**src/rtl/sat_cmd_sequencer.sv**
```systemverilog
// Command sequencer for the SAT accelerator array: buffers a literal stream in a
// small FIFO and serialises it into RESET_CNF / LIT / END_CLAUSE command bytes.
module sat_cmd_sequencer #(
  parameter int FIFO_DEPTH = 8,
  parameter int RESULT_LAT = 3,
  parameter int VAR_W      = 5
) (
  input  logic             clk,
  input  logic             resetN,
  input  logic             start,
  input  logic             lit_valid,
  output logic             lit_ready,
  input  logic [VAR_W-1:0] lit_var,
  input  logic             lit_neg,
  input  logic             lit_eoc,
  input  logic             lit_eof,
  output logic [7:0]       command,
  input  logic             sat_in,
  output logic             busy,
  output logic             done,
  output logic             sat_result
);

  localparam int AW      = (FIFO_DEPTH > 1) ? $clog2(FIFO_DEPTH) : 1;
  localparam int CW      = (RESULT_LAT > 1) ? $clog2(RESULT_LAT + 1) : 1;
  localparam int ENTRY_W = VAR_W + 3;
  localparam logic [AW:0] CNT_FULL  = (AW+1)'(FIFO_DEPTH);
  localparam logic [7:0]  CMD_NOP   = 8'h00;
  localparam logic [7:0]  CMD_ENDC  = 8'h80;
  localparam logic [7:0]  CMD_RESET = 8'hC0;

  typedef enum logic [2:0] {
    IDLE   = 3'd0,
    INIT   = 3'd1,
    STREAM = 3'd2,
    ENDC   = 3'd3,
    WAIT   = 3'd4,
    DONE   = 3'd5
  } stateT;

  // Each state names what is on the command bus during that cycle.
  stateT               state, stateNext;
  logic [ENTRY_W-1:0]  fifoMem [FIFO_DEPTH];
  logic [ENTRY_W-1:0]  head;
  logic [AW-1:0]       wrPtr, rdPtr;
  logic [AW:0]         count, countNext;
  logic                eofSeen, eofSeenNext;
  logic                lastEoc, lastEof;
  logic [CW-1:0]       waitCnt, waitCntNext;
  logic [7:0]          cmdNext;
  logic                satNext, readyNext, busyNext;
  logic                tryPop, doPop, doPush;

  assign head   = fifoMem[rdPtr];
  assign doPush = lit_valid && lit_ready;

  // Next-state, command and FIFO bookkeeping decode.
  always_comb begin
    stateNext   = state;
    cmdNext     = CMD_NOP;
    tryPop      = 1'b0;
    doPop       = 1'b0;
    waitCntNext = waitCnt;
    satNext     = sat_result;
    case (state)
      IDLE: begin
        if (start) begin
          stateNext = INIT;
          cmdNext   = CMD_RESET;
        end else begin
          stateNext = IDLE;
        end
      end
      INIT: begin
        stateNext = STREAM;
        tryPop    = 1'b1;
      end
      STREAM: begin
        if (lastEoc) begin
          stateNext = ENDC;
          cmdNext   = CMD_ENDC;
        end else begin
          stateNext = STREAM;
          tryPop    = 1'b1;
        end
      end
      ENDC: begin
        if (lastEof) begin
          stateNext   = WAIT;
          waitCntNext = CW'(RESULT_LAT - 1);
        end else begin
          stateNext = STREAM;
          tryPop    = 1'b1;
        end
      end
      WAIT: begin
        if (waitCnt == '0) begin
          stateNext = DONE;
          satNext   = sat_in;
        end else begin
          waitCntNext = waitCnt - CW'(1);
        end
      end
      DONE: begin
        stateNext = IDLE;
      end
      default: begin
        stateNext = IDLE;
      end
    endcase

    // A LIT cycle only starts when an entry is actually buffered; otherwise NOP.
    if (tryPop && (count != '0)) begin
      doPop   = 1'b1;
      cmdNext = {2'b01, head[VAR_W:0]};
    end else begin
      doPop   = 1'b0;
    end

    countNext = count + {{AW{1'b0}}, doPush} - {{AW{1'b0}}, doPop};

    if (state == DONE) begin
      eofSeenNext = 1'b0;
    end else if (doPush && lit_eof) begin
      eofSeenNext = 1'b1;
    end else begin
      eofSeenNext = eofSeen;
    end

    readyNext = (countNext != CNT_FULL) && !eofSeenNext &&
                (stateNext inside {IDLE, INIT, STREAM});
    busyNext  = stateNext inside {INIT, STREAM, ENDC, WAIT};
  end

  // Literal storage; pointers and count carry the reset, the array does not.
  always_ff @(posedge clk) begin
    if (doPush) begin
      fifoMem[wrPtr] <= {lit_eof, lit_eoc | lit_eof, lit_neg, lit_var};
    end
  end

  // State, pointers and all registered outputs.
  always_ff @(posedge clk) begin
    if (!resetN) begin
      state      <= IDLE;
      command    <= CMD_NOP;
      wrPtr      <= '0;
      rdPtr      <= '0;
      count      <= '0;
      eofSeen    <= 1'b0;
      lastEoc    <= 1'b0;
      lastEof    <= 1'b0;
      waitCnt    <= '0;
      lit_ready  <= 1'b0;
      busy       <= 1'b0;
      done       <= 1'b0;
      sat_result <= 1'b0;
    end else begin
      state      <= stateNext;
      command    <= cmdNext;
      wrPtr      <= doPush ? wrPtr + AW'(1) : wrPtr;
      rdPtr      <= doPop ? rdPtr + AW'(1) : rdPtr;
      count      <= countNext;
      eofSeen    <= eofSeenNext;
      lastEoc    <= doPop && head[VAR_W+1];
      lastEof    <= doPop ? head[VAR_W+2] : lastEof;
      waitCnt    <= waitCntNext;
      lit_ready  <= readyNext;
      busy       <= busyNext;
      done       <= (stateNext == DONE);
      sat_result <= satNext;
    end
  end

endmodule

```
**config.mk**
```make
export PLATFORM = sky130hd
export DESIGN_NAME = sat_cmd_sequencer
export DESIGN_NICKNAME = d
export VERILOG_FILES = /design/src/rtl/sat_cmd_sequencer.sv
export SDC_FILE = /design/constraint.sdc
export NUM_CORES = 1
export LEC_CHECK = 0
export ABC_AREA = 0
export CAP_MARGIN = 20
export CORE_AREA = 10 10 103 142
export CTS_CLUSTER_DIAMETER = 60
export DETAILED_ROUTE_END_ITERATION = 16
export DIE_AREA = 0 0 113 152
export SYNTH_ARGS = -nofsm -noshare
export SYNTH_HDL_FRONTEND = slang
export SYNTH_SLANG_ARGS = --single-unit
export TNS_END_PERCENT = 5
```
**constraint.sdc**
```tcl
create_clock -name clk -period 4 [get_ports clk]
set_input_delay 0.6 -clock clk [delete_from_list [all_inputs] [get_ports clk]]
set_output_delay 0.6 -clock clk [all_outputs]
set_load 0.01 [all_outputs]
```
==> run metrics <==
DR pass1 iterations 4; Vias/cell ~4.8; die span in x 113 um; Pins Over Slew Limit 0; HPWL Detailed around 4.7 mm; startpoint types flip-flop; Clock Latency Late Sink 0.34 ns; hold_ws just under 0.5 ns; skew final 0.006996 ns; hold buffers post-CTS 0; Post-synth EDFFs 64; drt wl/cell roughly 17 um; sw frac 0.2555; drt total wl approximately 7 mm; RSZ-0062 raised after global routing false; clock slew at reported path FFs approximately 0.06 ns; drt drc 0; H-tree depth 3; routability cong. roughly 0.8; final instance area between 4000 and 5000 um^2; share of cells above drive strength 1 0.1331; Lkg Pwr ~0.0015 uW; Max VDD drop ~240 uV; Initial Utilization 0.3122; first-pass GRT wire length about 12 mm; Async SR Flop Fraction 0; grt ovf 0; Layout Utilization 0.3713; initial antenna violation count 0; post-cts repair resize count 0; Register Area about 2600 um^2; CP max stage cell dfxtp_1; deepest clock path buffer count 2; # rows 48; syn_nets between 200 and 300; crit path capture type flip-flop; total of warnings raised by yosys 0; crit path time final between 2 and 3 ns; Cell Area, Placed about 4200 um^2; Worst slew margin 0.3741; Max-cap violations 0; Setup CP Type flip-flop to flip-flop; Critical Path RT around 4.2 ns; Clock Power Share 0.314; Fillers 1150; sequential-to-total area share from yosys stat 0.6853; DRT iter0 DRCs between 80 and 90; Switch Pwr 621.8 uW; Hold Path Class flip-flop to flip-flop; aggregate global-route resource usage 0.08854; antenna viol nets, final 0; final period utilization 0.7336; PortBufs 24; Ant. Diodes 0; Cell Area, Synth 3769 um^2; clock sinks 97; CTS tree done; Post-CTS Setup Inserts 0; most frequent cells in the layout 64 x edfxtp_1, 33 x dfxtp_1, 24 x clkdlybuf4s50_1, 21 x nor2_1, 16 x mux4_2; Multi-input gate area between 1000 and 1500 um^2; CP Data Arrival Time approximately 3.2 ns; outcome finished, final reports clean; vias in the first global route about 2200; count of cell types in the netlist 35; Die Y roughly 150 um; internal power ~1800 uW; Nets ~290; max incr delay on CP 0.55 ns; Crit Path Max Fanout 13; final setup fails 0; #FFs+latches synth between 90 and 100; Worst-Margin Slew between 0.9 and 1 ns; Post-synth top flop edfxtp_1; largest net degree at the start of global routing 17; total CTS buffers 9; Layout area overhead 18.92%; Core Region between 10000 and 15000 um^2; io pins 25; commonest non-fill, non-tap cell in the layout edfxtp_1; FMAX approximately 0.34 GHz; Cells after Synth between 200 and 250; vias slightly above 2000; proportion of power drawn by combinational gates 0.192; Root Driver clkbuf_16; die area 17180 um^2; P per Cell Area between 500 and 600 nW/um^2; final hold vios 0; Power Total between 2000 and 2500 uW; Reg power frac 0.494; setup TNS 0 ns; Syn Area/Cell between 15 and 20 um^2; critical-path cell list or3b_1, a221oi_4, xnor2_1, ha_1, fa_1, xor2_1, nor3_1, a2111oi_0
-- path summary, 6_finish.rpt --
check | from | end | slack, ns | cells after the start
max reg2reg | state[1] | lit_ready | 1.07 | 8
min | rdPtr[2] | flip-flop | 0.49 | 2
max | state[1] | lit_ready | 1.07 | 8
min reg2reg | rdPtr[2] | flip-flop | 0.49 | 2
-- metrics by stage --
stage,instances,setup WS (ns)
2_1_floorplan,242,1.562
4_1_cts,428,1.031
3_5_place_dp,412,1.095
6_report,428,1.066
3_3_place_gp,411,1.213
5_1_grt,428,0.7640
-- cells in the mapped netlist, drive strengths merged (2+ instances only) --
library cell / n / area [um^2]
edfxtp: 64 / 1922
dfxtp: 33 / 660.6
nor2: 21 / 78.83
mux4: 16 / 360.4
mux2i: 13 / 130.1
nand2: 9 / 33.78
inv: 8 / 30.03
nor3: 8 / 40.04
ha: 7 / 87.58
nand3: 6 / 30.03
a21oi: 5 / 25.02
and2: 5 / 31.28
buf: 5 / 23.77
clkbuf: 5 / 18.77
nand2b: 5 / 31.28
o21ai: 4 / 20.02
xor2: 4 / 35.03
and3: 3 / 18.77
a211oi: 2 / 15.01
a221oi: 2 / 35.04
nor4: 2 / 12.51
o21a: 2 / 15.01
or3: 2 / 12.51
xnor2: 2 / 17.52
-- logic make-up (layout without fill, tap and decap cells) --
| kind of cell | count (synthesis) | count (layout) | share of synthesized area |
|---|---|---|---|
| compound gates | 20 | 20 | 0.04017 |
| xor+xnor | 6 | 6 | 0.01394 |
| fa+ha+maj | 8 | 8 | 0.02855 |
| buf+inv | 18 | 54 | 0.01926 |
| flops | 97 | 97 | 0.6853 |
| mux | 29 | 29 | 0.1301 |
| simple gates | 64 | 64 | 0.08267 |
-- state kept, by name (all words and copies together) (netlist names), named ones only --
signal      flops
rdPtr           3
lastEoc         1
eofSeen         1
count           4
command         8
state           3
lit_ready       1
waitCnt         2
fifoMem        64
busy            1
lastEof         1
wrPtr           3
done            1
sat_result      1
-- critical path: cells and delay by family, from the launching register on --
kind / cells / cell delay, ns
DFF: 1 / 0.55
and+or+nand+nor: 2 / 0.49
adders and majority gates: 2 / 0.60
AOI/OAI and AO/OA: 2 / 0.84
xor gates and xnor gates: 2 / 0.32
-- power by group through the flow --
| stage | clock network, uW | registers [uW] | logic [uW] |
|---|---|---|---|
| after CTS | 792 | 1200 | 476 |
| after floorplan | 0 | 1200 | 342 |
| after global placement | 0 | 1240 | 422 |
| after global routing | 831 | 1210 | 530 |
| after detailed placement | 0 | 1230 | 473 |
| final | 765 | 1200 | 467 |
-- final cells by class --
class | count | area share
inverters | 8 | 0.006700
multi-input cells | 127 | 0.2485
well taps | 150 | 0.04188
clock buffers | 10 | 0.05109
flip-flops and latches | 97 | 0.5762
repair buffers | 30 | 0.06812
clock inverters | 6 | 0.007538
-- per-layer routing --
metal  wire length [um]  track usage  up-vias
li1                   -            -      968
met3                374      0.02403       11
met5                  0            0        -
met1               2891      0.09771     1007
met4                150      0.05091        0
met2               3679       0.1482       49
(Power assumes the default switching activity.)
